$ cat config.mk
export PLATFORM = sky130hd
export DESIGN_NAME = hazard_unit_flat
export DESIGN_NICKNAME = d
export VERILOG_FILES = /design/src/rtl/hazard_unit_if.sv /design/src/rtl/hazard_unit.sv /design/src/flat_wrapper.sv
export SDC_FILE = /design/constraint.sdc
export NUM_CORES = 1
export LEC_CHECK = 0
export BUFFER_PORTS_ARGS = -buffer_cell sky130_fd_sc_hd__buf_2
export CAP_MARGIN = 20
export CORE_ASPECT_RATIO = 2
export CORE_MARGIN = 2
export CORE_UTILIZATION = 50
export DETAILED_ROUTE_END_ITERATION = 10
export GPL_ROUTABILITY_DRIVEN = 0
export PLACE_DENSITY = 0.74
export SYNTH_ARGS = -nofsm -noshare
export SYNTH_HDL_FRONTEND = slang
export SYNTH_SLANG_ARGS = --single-unit
$ cat constraint.sdc
create_clock -name Clk -period 2.45 [get_ports Clk]
set_input_delay 0.3675 -clock Clk [delete_from_list [all_inputs] [get_ports Clk]]
set_output_delay 0.3675 -clock Clk [all_outputs]
set_load 0.01 [all_outputs]
$ cat src/rtl/hazard_unit_if.sv
//------------------------------------------------------------------------------
// Module  : hazard_unit_if
// Brief   : Decode-stage hazard bundle between the pipeline control and the
//           hazard unit (ID operand/destination info in, stall/forward out).
// Revision: 1.0  initial release
//------------------------------------------------------------------------------
`default_nettype none

interface hazard_unit_if #(
    parameter int CNT_W = 16
);
    logic [4:0]       RsD;
    logic [4:0]       RtD;
    logic             UseRsD;
    logic             UseRtD;
    logic [4:0]       WriteRegD;
    logic             RegWriteD;
    logic             MemtoRegD;
    logic [3:0]       TypeE;
    logic             StallF;
    logic             StallD;
    logic             FlushE;
    logic [CNT_W-1:0] StallCnt;

    modport master (
        output RsD, RtD, UseRsD, UseRtD, WriteRegD, RegWriteD, MemtoRegD,
        input  TypeE, StallF, StallD, FlushE, StallCnt
    );

    modport slave (
        input  RsD, RtD, UseRsD, UseRtD, WriteRegD, RegWriteD, MemtoRegD,
        output TypeE, StallF, StallD, FlushE, StallCnt
    );
endinterface

`default_nettype wire

$ cat src/rtl/hazard_unit.sv
//------------------------------------------------------------------------------
// Module  : hazard_unit
// Brief   : Tracks EX/MEM/WB destinations, stalls on unforwardable hazards and
//           produces the registered EX forwarding code.
// Revision: 1.0  initial release
//------------------------------------------------------------------------------
`default_nettype none

module hazard_unit #(
    parameter int CNT_W = 16
) (
    input  wire logic     Clk,
    input  wire logic     Rst_n,
    hazard_unit_if.slave  hz
);

    // Tracking pipe: one entry per downstream stage
    logic             r_eWr, r_mWr, r_wWr;
    logic [4:0]       r_eDst, r_mDst, r_wDst;
    logic             r_eLd, r_mLd, r_wLd;
    logic [3:0]       r_typeE;
    logic [CNT_W-1:0] r_stallCnt;

    logic             w_hitA, w_luA, w_hitB, w_luB;
    logic [3:0]       w_codeA, w_codeB, w_code;
    logic             w_stall;

    // Returns {hit, loadUse, code}; base is 1 for operand A, 2 for operand B.
    // Codes step by distance: +0 d1, +4/+6 d2 (alu/load), +8/+10 d3.
    function automatic logic [5:0] f_match(input logic [4:0] src,
                                           input logic       useSrc,
                                           input logic [3:0] base);
        logic [5:0] res;
        res = '0;
        if (useSrc && (src != 5'd0)) begin
            if (r_eWr && (r_eDst == src))
                res = {1'b1, r_eLd, base};
            else if (r_mWr && (r_mDst == src))
                res = {1'b1, 1'b0, base + (r_mLd ? 4'd6 : 4'd4)};
            else if (r_wWr && (r_wDst == src))
                res = {1'b1, 1'b0, base + (r_wLd ? 4'd10 : 4'd8)};
        end
        return res;
    endfunction

    always_comb begin
        {w_hitA, w_luA, w_codeA} = f_match(hz.RsD, hz.UseRsD, 4'd1);
        {w_hitB, w_luB, w_codeB} = f_match(hz.RtD, hz.UseRtD, 4'd2);
    end

    // The EX selector can forward only one operand per cycle
    assign w_stall = w_luA || w_luB || (w_hitA && w_hitB);

    always_comb begin
        w_code = 4'd0;
        if (!w_stall) begin
            if (w_hitA)
                w_code = w_codeA;
            else if (w_hitB)
                w_code = w_codeB;
        end
    end

    always_ff @(posedge Clk or negedge Rst_n) begin
        if (!Rst_n) begin
            r_eWr      <= 1'b0;
            r_eDst     <= 5'd0;
            r_eLd      <= 1'b0;
            r_mWr      <= 1'b0;
            r_mDst     <= 5'd0;
            r_mLd      <= 1'b0;
            r_wWr      <= 1'b0;
            r_wDst     <= 5'd0;
            r_wLd      <= 1'b0;
            r_typeE    <= 4'd0;
            r_stallCnt <= '0;
        end else begin
            r_wWr  <= r_mWr;
            r_wDst <= r_mDst;
            r_wLd  <= r_mLd;
            r_mWr  <= r_eWr;
            r_mDst <= r_eDst;
            r_mLd  <= r_eLd;
            if (w_stall) begin
                r_eWr  <= 1'b0;
                r_eDst <= 5'd0;
                r_eLd  <= 1'b0;
            end else begin
                r_eWr  <= hz.RegWriteD;
                r_eDst <= hz.WriteRegD;
                r_eLd  <= hz.MemtoRegD;
            end
            r_typeE <= w_code;
            if (w_stall && (r_stallCnt != {CNT_W{1'b1}}))
                r_stallCnt <= r_stallCnt + 1'b1;
        end
    end

    assign hz.TypeE    = r_typeE;
    assign hz.StallF   = w_stall;
    assign hz.StallD   = w_stall;
    assign hz.FlushE   = w_stall;
    assign hz.StallCnt = r_stallCnt;

endmodule

`default_nettype wire

$ cat src/flat_wrapper.sv
// flat-port wrapper written by rule: the top's interface ports become plain ports
module hazard_unit_flat 
#(
    parameter int CNT_W = 16
)
  (Clk, Rst_n, hz_RsD, hz_RtD, hz_UseRsD, hz_UseRtD, hz_WriteRegD, hz_RegWriteD, hz_MemtoRegD, hz_TypeE, hz_StallF, hz_StallD, hz_FlushE, hz_StallCnt);
  hazard_unit_if #(.CNT_W(CNT_W)) hz_i ();
  input  wire logic Clk;
  input  wire logic Rst_n;
  input wire logic [$bits(hz_i.RsD)-1:0] hz_RsD;
  input wire logic [$bits(hz_i.RtD)-1:0] hz_RtD;
  input wire logic [$bits(hz_i.UseRsD)-1:0] hz_UseRsD;
  input wire logic [$bits(hz_i.UseRtD)-1:0] hz_UseRtD;
  input wire logic [$bits(hz_i.WriteRegD)-1:0] hz_WriteRegD;
  input wire logic [$bits(hz_i.RegWriteD)-1:0] hz_RegWriteD;
  input wire logic [$bits(hz_i.MemtoRegD)-1:0] hz_MemtoRegD;
  output wire logic [$bits(hz_i.TypeE)-1:0] hz_TypeE;
  output wire logic [$bits(hz_i.StallF)-1:0] hz_StallF;
  output wire logic [$bits(hz_i.StallD)-1:0] hz_StallD;
  output wire logic [$bits(hz_i.FlushE)-1:0] hz_FlushE;
  output wire logic [$bits(hz_i.StallCnt)-1:0] hz_StallCnt;
  assign hz_i.RsD = hz_RsD;
  assign hz_i.RtD = hz_RtD;
  assign hz_i.UseRsD = hz_UseRsD;
  assign hz_i.UseRtD = hz_UseRtD;
  assign hz_i.WriteRegD = hz_WriteRegD;
  assign hz_i.RegWriteD = hz_RegWriteD;
  assign hz_i.MemtoRegD = hz_MemtoRegD;
  assign hz_TypeE = hz_i.TypeE;
  assign hz_StallF = hz_i.StallF;
  assign hz_StallD = hz_i.StallD;
  assign hz_FlushE = hz_i.FlushE;
  assign hz_StallCnt = hz_i.StallCnt;
  hazard_unit #(.CNT_W(CNT_W)) u_core (.Clk(Clk), .Rst_n(Rst_n), .hz(hz_i));
endmodule
==> qor.yml <==
critPathKind: "register to primary output"
areaGrowthSynthToFinish_pct: 34.7
clk_pin_slew_ns: 0.08
mappedNetlistArea_sq_mm: 0.00209
synth_top_area_share_pct: 49.0
cts.sinks: 41
diodes: 0
rows: 33
htreeDepth: 2
antenna_found_initial: 0
report.final.slew_viol_count: 0
postCtsHoldBufs: 0
wirelength_um: 5070
synthTopCellsByArea: "dfrtp_1 49%, xor2_1 13%, xnor2_1 3.3%"
hold_path.class: "primary input to asynchronous set/reset pin"
post-route-cell-area_sq_mm: 0.00282
core_sq_mm: 0.00405
cp.arrival_ns: 2.18
p_leak_nw: 1.36
drc: 0
yosys_warnings: 0
total_power_mw: 1.57
cts_max_path_buffers: 2
ant_nets: 0
irDropWorstVdd_mv: 0.551
synth_nets: 205
setup_slack_ns: -0.0927
ys.flop_type: "dfrtp_1"
root_buffer: "clkbuf_8"
synth_edf_count: 0
syn_inst: 183
status: "finished, violations left"
numPortBuffers: 43
cp-start-kind: "register"
violations: "setup timing"
routedWlPerCell_um: 16.2
yosysMostFrequentCell: "dfrtp_1"
synth.distinct_cells: 43
die_area_sq_mm: 0.00475
setup_violations: 4
async_reset_ff_share_pct: 100
vias: 1691
drive_gt1_share_pct: 41.4
hold_viol_final: 0
avgSynthCellArea_sq_um: 11.4
grt_pass1_wl_um: 7770
die_y_um: 95.5
tightest_slew_ns: 0.876
drv_cap: 0
max_freq_mhz: 393
finalCritPeriodShare_pct: 104
whs_ns: 0.187
ys_ff_latch: 41
drt_iter0_drc: 21
crit_fanout: 6
slew_headroom_pct: 41.6
fin_skew_ns: 0.00579
rsz0062_at_grt: "yes"
cp-end-kind: "primary output"
initial_utilization_pct: 51.7
drt_first_pass_iters: 4
grt_max_degree: 42
period_needed_ns: 2.54
viasPerCell: 5.40
cts_buffers: 5
cts_tree: "built"
die_x_um: 49.8
layout.nets: 282
io_pins: 44
place_area_sq_mm: 0.00248
ys_seq_area_share_pct: 49.0
gr-usage-all-layers_pct: 22.0
grt_pass1_vias: 1670
p_per_area_mw_per_mm2: 556
ys_top_cells_by_count: "41 x dfrtp_1, 31 x xor2_1, 11 x nand3_1, 8 x and3_1, 8 x xnor2_1"
fin_util_pct: 69.7
nFillCells: 322
insertion_delay_ns: 0.29
hpwl_um: 3370
gr-total-overflow: 0
required_ns: 2.08
yosys.area.top_type: "dfrtp_1"
==> final timing paths <==
kind                                             from                           endpoint  slack (ns)  cells past startpoint
max in group asynchronous                       Rst_n  u_core.hz.StallCnt[0]$_DFFE_PN0P_        1.71                      1
min in group Clk                      hz_WriteRegD[1]         u_core.r_eDst[1]$_DFF_PN0_        0.28                      2
setup / recovery           u_core.r_eDst[2]$_DFF_PN0_                          hz_FlushE       -0.09                      9
hold / removal                                  Rst_n         u_core.r_wDst[3]$_DFF_PN0_        0.19                      1
hold reg to reg                u_core.r_mWr$_DFF_PN0_             u_core.r_wWr$_DFF_PN0_        0.43                      0
setup reg to reg           u_core.r_eDst[2]$_DFF_PN0_  u_core.hz.StallCnt[8]$_DFFE_PN0P_       -0.01                     10
==> critical path: stages, from the launching register on <==
cell,delay [ns]
dfrtp_1,0.44
buf_6,0.15
xor2_2,0.17
nor4_2,0.28
buf_4,0.17
and3_4,0.20
o31ai_4,0.06
o21a_4,0.23
inv_6,0.08
buf_6,0.10
==> power by group <==
part | total [mW] | internal [mW] | leakage, nW | switching (mW)
logic | 0.179 | 0.0859 | 0.768 | 0.0928
registers | 0.742 | 0.708 | 0.523 | 0.0344
clock network | 0.647 | 0.405 | 0.0681 | 0.242
total | 1.57 | 1.20 | 1.36 | 0.369
==> through the flow <==
step,instances,setup WS [ns],TNS [ns]
4_1_cts,309,0.00540,0
3_5_place_dp,292,0.00921,0
2_1_floorplan,183,0.166,0
5_1_grt,313,-0.177,-0.770
3_3_place_gp,292,0.0156,0
6_report,313,-0.0927,-0.281
==> state kept, by name (all words and copies together), names as in the netlist <==
| register | flops |
|---|---|
| u_core.hz.StallCnt | 16 |
| u_core.r_eDst | 5 |
| u_core.r_mDst | 5 |
| u_core.r_wDst | 5 |
| u_core.hz.TypeE | 4 |
| u_core.r_eLd | 1 |
| u_core.r_eWr | 1 |
| u_core.r_mLd | 1 |
| u_core.r_mWr | 1 |
| u_core.r_wLd | 1 |
| u_core.r_wWr | 1 |
==> kinds of logic (layout without fill, tap and decap cells) <==
kind of cell / Yosys count / in the layout / synth area share [%]
adders and majority gates: 1 / 1 / 0.598
DFF: 41 / 41 / 49.0
muxes: 2 / 2 / 1.43
AOI/OAI and AO/OA: 24 / 24 / 8.37
xor gates and xnor gates: 39 / 39 / 16.3
buffers and inverters: 8 / 86 / 2.21
and+or+nand+nor: 68 / 68 / 22.1
==> layout make-up <==
class	instances	area (sq um)	area share, %
clock buffer	5	68.8	2.44
clock inverter	3	65.1	2.31
inverter	4	20.0	0.710
multi-input combinational	134	1100	38.9
sequential	41	1030	36.4
tap	52	65.1	2.31
timing repair buffer	74	478	17.0
==> metal layers <==
layer | wire length (um) | up-vias | GRT usage (%)
li1 | - | 798 | -
met1 | 1890 | 833 | 24.5
met2 | 2850 | 48 | 39.4
met3 | 191 | 12 | 3.13
met4 | 138 | 0 | 12.3
met5 | 0 | - | 0
==> cells in the final DEF, fill, tap and decap left out, types with 2 or more instances in the layout <==
master and n:
nor4b_2 2, nor4_2 5, o22ai_1 2, nand3_1 11
dfrtp_1 41, nor2b_1 4, buf_4 28, buf_6 6
a31oi_1 4, o21ai_0 2, clkbuf_8 5, and3_1 7
nor2_1 7, xor2_2 2, xnor2_1 8, nor3_4 2
inv_1 3, and2_1 7, o21ai_2 2, nor4_1 2
mux2_4 2, a21oi_1 6, buf_2 40, xor2_1 29
nand2b_1 3, bufinv_16 2, nand2_1 5, and4b_4 2
or4_1 2, nor3_1 2
==> repair_timing <==
item | in CTS | in global routing
setup buffers | 9 | 5
setup endpoints to repair | 3 | 6
gates resized for setup | 4 | 16
pin swaps | 5 | 13
No activity file was read; power rests on OpenSTA's default activity.
